[config.mk]
export PLATFORM = sky130hd
export DESIGN_NAME = dsm_upconv_core
export DESIGN_NICKNAME = d
export VERILOG_FILES = /design/src/rtl/dsm_upconv_core.sv
export SDC_FILE = /design/constraint.sdc
export NUM_CORES = 1
export LEC_CHECK = 0
export ABC_AREA = 1
export CORE_UTILIZATION = 49
export DETAILED_ROUTE_END_ITERATION = 8
export GPL_ROUTABILITY_DRIVEN = 1
export GPL_TIMING_DRIVEN = 0
export HOLD_SLACK_MARGIN = 0.1
export PLACE_DENSITY = 0.73
export SLEW_MARGIN = 20
export SYNTH_ARGS = -nofsm -noshare
export SYNTH_HDL_FRONTEND = slang
export SYNTH_SLANG_ARGS = --single-unit
export TNS_END_PERCENT = 50
[constraint.sdc]
create_clock -name clock -period 10.68 [get_ports clock]
set_input_delay 2.136 -clock clock [delete_from_list [all_inputs] [get_ports clock]]
set_output_delay 2.136 -clock clock [all_outputs]
set_load 0.01 [all_outputs]
[src/rtl/dsm_upconv_core.sv]
// dsm_upconv_core
// Single-channel up-converting delta-sigma core. Baseband samples arrive on a
// valid/ready handshake once per frame of R = 2^LOG2_INTERP cycles. They are
// linearly interpolated to the full clock rate, mixed with a mode-selectable
// digital LO, and fed to a first-order, 3-level, dithered delta-sigma
// quantiser. The quantiser drives the 2-bit PWM output stage.
//
// Pipeline: prev/curr/p -> y_r -> m_r -> pwm (one register per stage).

module dsm_upconv_core #(
  parameter int DW          = 20,
  parameter int LOG2_INTERP = 2
) (
  input  logic                 clock,
  input  logic                 reset,
  input  logic                 s_valid,
  output logic                 s_ready,
  input  logic signed [DW-1:0] s_data,
  input  logic [1:0]           lo_mode,
  input  logic signed [DW-1:0] dith_i,
  input  logic                 underrun_clr,
  output logic                 underrun,
  output logic [1:0]           pwm
);

  // ---------------------------------------------------------------------------
  // Derived widths and constants
  // ---------------------------------------------------------------------------
  // Interpolator product: (DW+1)-bit difference times an unsigned phase.
  localparam int PW = DW + LOG2_INTERP + 2;
  // Accumulator and the wider working width of the quantiser sum. The sum of
  // a clamped accumulator, a full-scale mixer word and full-scale dither,
  // plus or minus one FS of feedback, needs three bits above DW.
  localparam int AW = DW + 2;
  localparam int VW = DW + 3;

  localparam longint FS_L = longint'(1) << (DW - 1);

  localparam logic signed [VW-1:0] FS_V      = VW'(FS_L);
  localparam logic signed [VW-1:0] HALF_FS   = VW'(FS_L / 2);
  localparam logic signed [VW-1:0] NHALF_FS  = VW'(-(FS_L / 2));
  localparam logic signed [VW-1:0] ACC_MAX   = VW'((FS_L * 2) - 1);
  localparam logic signed [VW-1:0] ACC_MIN   = VW'(-(FS_L * 2));

  localparam logic signed [DW-1:0] Y_MAX     = DW'(FS_L - 1);
  localparam logic signed [DW-1:0] Y_MIN     = DW'(-FS_L);

  // LO mode encodings.
  localparam logic [1:0] LO_MODE_BYPASS = 2'b00;
  localparam logic [1:0] LO_MODE_FS4    = 2'b01;
  localparam logic [1:0] LO_MODE_FS2    = 2'b10;

  // Output codes of the 3-level quantiser.
  localparam logic [1:0] PWM_ZERO = 2'b00;
  localparam logic [1:0] PWM_POS  = 2'b01;
  localparam logic [1:0] PWM_NEG  = 2'b10;

  // Three-valued multiplier shared by the LO and the quantiser decision.
  typedef enum logic [1:0] {
    TRI_ZERO = 2'b00,
    TRI_POS  = 2'b01,
    TRI_NEG  = 2'b10
  } tri_e;

  // ---------------------------------------------------------------------------
  // State
  // ---------------------------------------------------------------------------
  logic [LOG2_INTERP-1:0] p;
  logic [1:0]             lo_cnt;
  logic [1:0]             lo_mode_r;
  logic signed [DW-1:0]   prev;
  logic signed [DW-1:0]   curr;
  logic signed [DW-1:0]   y_r;
  logic signed [DW-1:0]   m_r;
  logic signed [AW-1:0]   acc;

  // Last cycle of a frame: the only cycle a new sample can be taken.
  logic frame_end;
  assign frame_end = (p == '1);
  assign s_ready   = frame_end && !reset;

  // ---------------------------------------------------------------------------
  // Phase and LO counters: free-running, wrap naturally at their width
  // ---------------------------------------------------------------------------
  // NOTE: sequential state is written with non-blocking assignments so every
  // register samples the values held before the edge, which is what the
  // one-cycle-per-stage pipeline relies on.
  always_ff @(posedge clock) begin
    if (reset) begin
      p      <= '0;
      lo_cnt <= '0;
    end else begin
      p      <= p + 1'b1;
      lo_cnt <= lo_cnt + 2'd1;
    end
  end

  // ---------------------------------------------------------------------------
  // Frame-boundary capture: sample pair, LO mode and underrun flag
  // ---------------------------------------------------------------------------
  always_ff @(posedge clock) begin
    if (reset) begin
      prev      <= '0;
      curr      <= '0;
      lo_mode_r <= LO_MODE_FS4;
    end else if (frame_end) begin
      // Without a new sample the segment flattens out at curr.
      prev      <= curr;
      lo_mode_r <= lo_mode;
      if (s_valid) begin
        curr <= s_data;
      end
    end
  end

  // Sticky underrun; a fresh underrun beats a simultaneous clear.
  always_ff @(posedge clock) begin
    if (reset) begin
      underrun <= 1'b0;
    end else if (frame_end && !s_valid) begin
      underrun <= 1'b1;
    end else if (underrun_clr) begin
      underrun <= 1'b0;
    end
  end

  // ---------------------------------------------------------------------------
  // Linear interpolator: y = prev + floor((curr - prev) * p / R)
  // ---------------------------------------------------------------------------
  logic signed [DW:0]   diff;
  logic signed [PW-1:0] prod;
  logic signed [DW-1:0] y_next;

  assign diff   = {curr[DW-1], curr} - {prev[DW-1], prev};
  assign prod   = PW'(diff) * PW'($signed({1'b0, p}));
  // The arithmetic shift floors toward minus infinity; the result always lies
  // between prev and curr, so truncating back to DW bits is exact.
  assign y_next = prev + DW'(prod >>> LOG2_INTERP);

  // Interpolator output register.
  always_ff @(posedge clock) begin
    if (reset) begin
      y_r <= '0;
    end else begin
      y_r <= y_next;
    end
  end

  // ---------------------------------------------------------------------------
  // Digital LO and mixer
  // ---------------------------------------------------------------------------
  tri_e                 lo_val;
  logic signed [DW-1:0] y_neg;
  logic signed [DW-1:0] m_next;

  // LO value for the current lo_cnt under the latched mode.
  // NOTE: every combinational output gets a default before the case so no
  // path through the block can leave it unassigned and infer a latch.
  always_comb begin
    lo_val = TRI_ZERO;
    case (lo_mode_r)
      LO_MODE_BYPASS: lo_val = TRI_POS;
      LO_MODE_FS4: begin
        case (lo_cnt)
          2'd0:    lo_val = TRI_POS;
          2'd2:    lo_val = TRI_NEG;
          default: lo_val = TRI_ZERO;
        endcase
      end
      LO_MODE_FS2:    lo_val = lo_cnt[0] ? TRI_NEG : TRI_POS;
      default:        lo_val = TRI_ZERO;
    endcase
  end

  // Negating the most negative word would wrap; saturate it instead.
  assign y_neg = (y_r == Y_MIN) ? Y_MAX : -y_r;

  // Mixer product selection.
  always_comb begin
    m_next = '0;
    case (lo_val)
      TRI_POS: m_next = y_r;
      TRI_NEG: m_next = y_neg;
      default: m_next = '0;
    endcase
  end

  // Mixer output register.
  always_ff @(posedge clock) begin
    if (reset) begin
      m_r <= '0;
    end else begin
      m_r <= m_next;
    end
  end

  // ---------------------------------------------------------------------------
  // First-order 3-level delta-sigma quantiser with dither
  // ---------------------------------------------------------------------------
  logic signed [VW-1:0] dsm_sum;
  logic signed [VW-1:0] dsm_fb;
  logic signed [AW-1:0] acc_next;
  tri_e                 q;

  assign dsm_sum = VW'(acc) + VW'(m_r) + VW'(dith_i);

  // Decision, error feedback and accumulator clamp.
  always_comb begin
    q      = TRI_ZERO;
    dsm_fb = dsm_sum;
    if (dsm_sum >= HALF_FS) begin
      q      = TRI_POS;
      dsm_fb = dsm_sum - FS_V;
    end else if (dsm_sum < NHALF_FS) begin
      q      = TRI_NEG;
      dsm_fb = dsm_sum + FS_V;
    end

    if (dsm_fb > ACC_MAX) begin
      acc_next = AW'(ACC_MAX);
    end else if (dsm_fb < ACC_MIN) begin
      acc_next = AW'(ACC_MIN);
    end else begin
      acc_next = AW'(dsm_fb);
    end
  end

  // Accumulator and output code registers.
  always_ff @(posedge clock) begin
    if (reset) begin
      acc <= '0;
      pwm <= PWM_ZERO;
    end else begin
      acc <= acc_next;
      case (q)
        TRI_POS: pwm <= PWM_POS;
        TRI_NEG: pwm <= PWM_NEG;
        default: pwm <= PWM_ZERO;
      endcase
    end
  end

endmodule

## After elaboration in Yosys (flattened, before gate mapping)

Index checks and enable logic that the tools add are counted.

| storage, ports and cells | value |
|---|---|
| flip-flop bits (word level) | 111 |
| input bits | 46 |
| output and inout port bits | 4 |
| word-level logic and storage cells | 57 |

| operators by class | value |
|---|---|
| add/subtract/negate cells | 9 |
| $mul | 1 |
| order comparisons | 4 |
| equality and inequality tests | 9 |
| mux-type cells | 14 |
| reductions and logical operators | 9 |

Operators by type and width:

| operator | number |
|---|---|
| $mux W23 | 2 |
| $mux W20 | 2 |
| $pmux W20 S2 | 1 |
| $add A22 B20 Y23 | 1 |
| $add A23 B20 Y23 | 1 |
| $add A23 B21 Y23 const B | 1 |
| $ge A23 B20 Y1 const B | 1 |
| $gt A23 B21 Y1 const B | 1 |
| $lt A23 B19 Y1 const B | 1 |
| $lt A23 B21 Y1 const B | 1 |
| $sub A23 B21 Y23 const B | 1 |
| $mul A21 B3 Y22 | 1 |
| $mux W22 | 1 |
| $sub A20 B20 Y21 | 1 |
| $add A20 B20 Y20 | 1 |
| $eq A20 B20 Y1 const B | 1 |
| $neg A20 Y20 | 1 |
| $eq A2 B2 Y1 const B | 5 |
| $pmux W2 S2 | 2 |
| $eq A2 B1 Y1 const B | 3 |
| $mux W2 | 3 |
| $pmux W2 S3 | 1 |
| $add A2 B1 Y2 const B | 2 |
| $logic_not A2 Y1 | 2 |
| other kinds (6) | 9 |

## Longest topological paths before layout

| depth | value |
|---|---|
| word-level depth | 8 |
| gate-level depth with buffers | 35 |

## Worst setup path after synthesis

Ideal clock, no wire load.

| path | value |
|---|---|
| kind | register to register |
| start | register curr[0] |
| end | register y_r[19] |
| arrival | 5.223 ns |
| slack | 5.329 ns |
| stages on the path, launching flop included | 34 |
| buffers on the path | 0 |
| path through | dfxtp_1 inv_1 ha_1 fa_1 o31ai_1 a31oi_1 o21ai_0 a31oi_1 xor2_1 nor2_1 ha_1 ha_1 nand2_1 nor2_1 o21ai_0 o211ai_1 nor2_1 o21ai_0 a31oi_1 nor2_1 o21ai_0 nand3_1 nand2_1 inv_1 ha_1 nand2_1 nor3_1 nand2_1 nor2_1 nand2_1 nand3_1 xnor2_1 xor2_1 nor2_1 |

| on the way | value |
|---|---|
| cells in the longest elaborated chain, start to end | 3 |

Ends and longest elaborated chain:

| item | RTL line | text |
|---|---|---|
| from (decl) | 72 | `logic signed [DW-1:0] curr;` |
| from (signal assigned) | 111 | `curr <= s_data;` |
| $sub A20 B20 Y21 | 134 | `assign diff = {curr[DW-1], curr} - {prev[DW-1], prev};` |
| $mul A21 B3 Y22 | 135 | `assign prod = PW'(diff) * PW'($signed({1'b0, p}));` |
| $add A20 B20 Y20 | 138 | `assign y_next = prev + DW'(prod >>> LOG2_INTERP);` |
| to (signal assigned) | 145 | `y_r <= y_next;` |
| to (decl) | 73 | `logic signed [DW-1:0] y_r;` |

No other way between the ends.
A chain may end at the register's enable or synchronous reset.

## Final worst setup path

| path | value |
|---|---|
| start | input port reset |
| end | output port s_ready |

| on the way | value |
|---|---|
| cells in the longest elaborated chain, start to end | 2 |

Ends and longest elaborated chain:

| item | RTL line | text |
|---|---|---|
| from (decl) | 15 | `input logic reset,` |
| $logic_not A1 Y1 | 80 | `assign s_ready = frame_end && !reset;` |
| $logic_and A1 B1 Y1 | 80 |  |
| to (decl) | 17 | `output logic s_ready,` |

No other way between the ends.

==> impl_metrics.ini <==
[cts]
cts_resized = 0
cts.sinks = 111
postCtsSetupRepairBufs = 0
clockBufferDepth = 2
cts_tree = built
cts_buffers = 9
root_buffer = clkbuf_16
clk_latency_ns = 0.36
cts_hold_buf = 0
cts-htree-levels = 3
clk_pin_slew_ns = 0.07

[synthesis]
synth_edf_count = 0
synth-seq-area-share_pct = 23.3
syn_area_per_cell_sq_um = 6.87
syn_inst = 1388
netlist_area_sq_um = 9530
yosysWarningCount = 0
async_reset_ff_share_pct = 0
synth_ff_type = dfxtp_1
syn_nets = 1567
synth_seq_cells = 111
yosys.cell_types.count = 45

[routing]
drtIter0Drc = 434
drt-pass1-iter-count = 5
routedWlPerCell_um = 13.2
drc = 0
via_per_inst = 5.18
vias = 8865
ant_nets = 0
wirelength_um = 22600

[timing]
setup_viol = 0
drv_slew = 0
max_freq_mhz = 148
tightest_slew_ns = 0.815
post-route-min-period_ns = 6.74
slew_headroom_pct = 45.7
period_share_pct = 63.1
tns_ns = 0
finClkSkew_ns = 0.00686
rsz0062_at_grt = false
setup_ws_ns = 3.94
final_hold_viol_count = 0

[worst_hold_path]
min_path_cells = 1
hold_path_class = reg2reg

[floorplan]
die_y_um = 141
placementRows = 50
core_area_sq_um = 18900
die_area_sq_um = 20000
die_w_um = 141
io_pins = 50
start_util_pct = 50.5

[flow_run]
cap_violations = 0

[placed_design]
placed_cells = 1697
routabilityCongestion = 0.912
placed_area_sq_um = 10300
port_buffers = 49
dp_slack_ns = 3.93
dpl.hpwl_um = 18800

[pwr]
p_int_uw = 1350
p_comb_share_pct = 66.8
p_switching_uw = 1350
p_per_area_nw_per_um2 = 254
leakage_uw = 0.00521
ir_drop_uv = 184
switching_share_pct = 50.0
seqPwrFrac_pct = 20.1
clkPwrFrac_pct = 13.1

[critical_path]
cp_max_fo = 10
end_kind = output pin
r2r_cells = 34
critPathKind = in2out
required_ns = 8.54
worstPathArrival_ns = 4.61
cp-start-kind = input port

[global_route]
grt-ovfl-total = 0
grt_pass1_vias = 8502
grt_antenna_before_repair = 0
grt.total_usage_pct = 23.6
grt_max_degree = 20
grt_pass1_wl_um = 37800

[finish]
fin_nets = 1627
instances_no_fill = 1713
final_util_pct = 56.4
drive_gt1_share_pct = 5.92
nFillCells = 1904
antennaDiodeCount = 0
stdcell_area_sq_um = 10700
syn_to_final_growth_pct = 11.7

[outcome]
outcome = completed
Yosys cell counts, types with 3 or more instances:
library cell | n | area, sq um
nand3_2 | 4 | 40.0
clkbuf_1 | 22 | 82.6
nor2_1 | 157 | 589
ha_1 | 107 | 1340
a31oi_1 | 10 | 62.6
o21ai_0 | 90 | 450
nand3_1 | 56 | 280
o21bai_1 | 4 | 30.0
nor4_1 | 7 | 43.8
nor2_2 | 5 | 31.3
nand2_1 | 277 | 1040
a21oi_1 | 138 | 691
o211ai_1 | 6 | 45.0
nand2_2 | 13 | 81.3
xnor2_1 | 19 | 166
o21a_1 | 6 | 45.0
inv_1 | 178 | 668
nor3_1 | 14 | 70.1
fa_1 | 26 | 521
buf_1 | 3 | 11.3
inv_2 | 15 | 56.3
nand4_1 | 22 | 138
o31ai_1 | 4 | 30.0
a21oi_2 | 20 | 175
xor2_1 | 39 | 342
dfxtp_1 | 111 | 2220
a22oi_1 | 8 | 60.1
buf_6 | 4 | 45.0
critical path, cell delays in order:
cell and delay, ns:
clkdlybuf4s50_1 0.55, buf_1 0.64, buf_1 0.65, nor2_1 0.11, clkdlybuf4s50_1 0.51
cells by family (layout without fill, tap and decap cells):
kind of cell | after synthesis | count (layout) | synth area share [%]
adders and majority gates | 133 | 133 | 19.5
AOI/OAI and AO/OA | 296 | 296 | 17.5
DFF | 111 | 111 | 23.3
and+or+nand+nor | 563 | 563 | 25.0
xor gates and xnor gates | 58 | 58 | 5.33
buffers and inverters | 227 | 292 | 9.33
power groups by stage:
| stage | combinational (uW) | clock (uW) | sequential [uW] |
|---|---|---|---|
| floorplan | 1440 | 0 | 541 |
| global placement | 1760 | 0 | 550 |
| detailed placement | 1790 | 0 | 553 |
| CTS | 1800 | 364 | 543 |
| global route | 2040 | 376 | 551 |
| finish | 1800 | 354 | 543 |
sequential cells by signal, summed over array words and instances (netlist names), 20 cells and up:
signal / count
acc: 22
curr: 20
m_r: 20
prev: 20
y_r: 20
final cells by class:
| cell class | instances | area [sq um] | share of cell area [%] |
|---|---|---|---|
| well taps | 260 | 325 | 3.05 |
| clock inverters | 7 | 77.6 | 0.728 |
| repair buffers | 49 | 490 | 4.61 |
| multi-input cells | 1050 | 6420 | 60.3 |
| clock buffers | 9 | 225 | 2.11 |
| inverters | 195 | 732 | 6.87 |
| plain buffers | 32 | 158 | 1.48 |
| flip-flops and latches | 111 | 2220 | 20.9 |
cell usage in the layout (no fill, tap or decap), types with 15 or more instances in the layout:
| cell | synthesis | routed |
|---|---|---|
| a21oi_2 | 20 | 20 |
| xnor2_1 | 19 | 19 |
| a21oi_1 | 138 | 138 |
| xor2_1 | 39 | 39 |
| nand2_1 | 277 | 277 |
| ha_1 | 107 | 107 |
| nor2_1 | 157 | 157 |
| dfxtp_1 | 111 | 111 |
| nand4_1 | 22 | 22 |
| fa_1 | 26 | 26 |
| inv_2 | 15 | 15 |
| o21ai_0 | 90 | 90 |
| clkbuf_1 | 22 | 22 |
| inv_1 | 178 | 178 |
| nand3_1 | 56 | 56 |
| clkdlybuf4s50_1 | 0 | 49 |
through the flow:
stage                     total power, uW  hold WS (ns)
after floorplan                      1980         0.413
after global placement               2310         0.428
after detailed placement             2340         0.430
after CTS                            2710         0.446
after global routing                 2970         0.486
final                                2700         0.446
worst paths after layout:
kind / to / slack (ns) / start
hold reg to reg: lo_cnt[0] / 0.45 / lo_cnt[0]
hold / removal: lo_cnt[0] / 0.45 / lo_cnt[0]
setup / recovery: s_ready / 3.94 / reset
setup reg to reg: y_r[19] / 4.16 / curr[0]
layer usage:
metal	GRT usage [%]	wire, um
met5	0	0
met4	8.66	681
met3	2.56	588
met2	45.3	11400
met1	26.7	9950
Note: power is estimated with default switching activity, not from simulation.
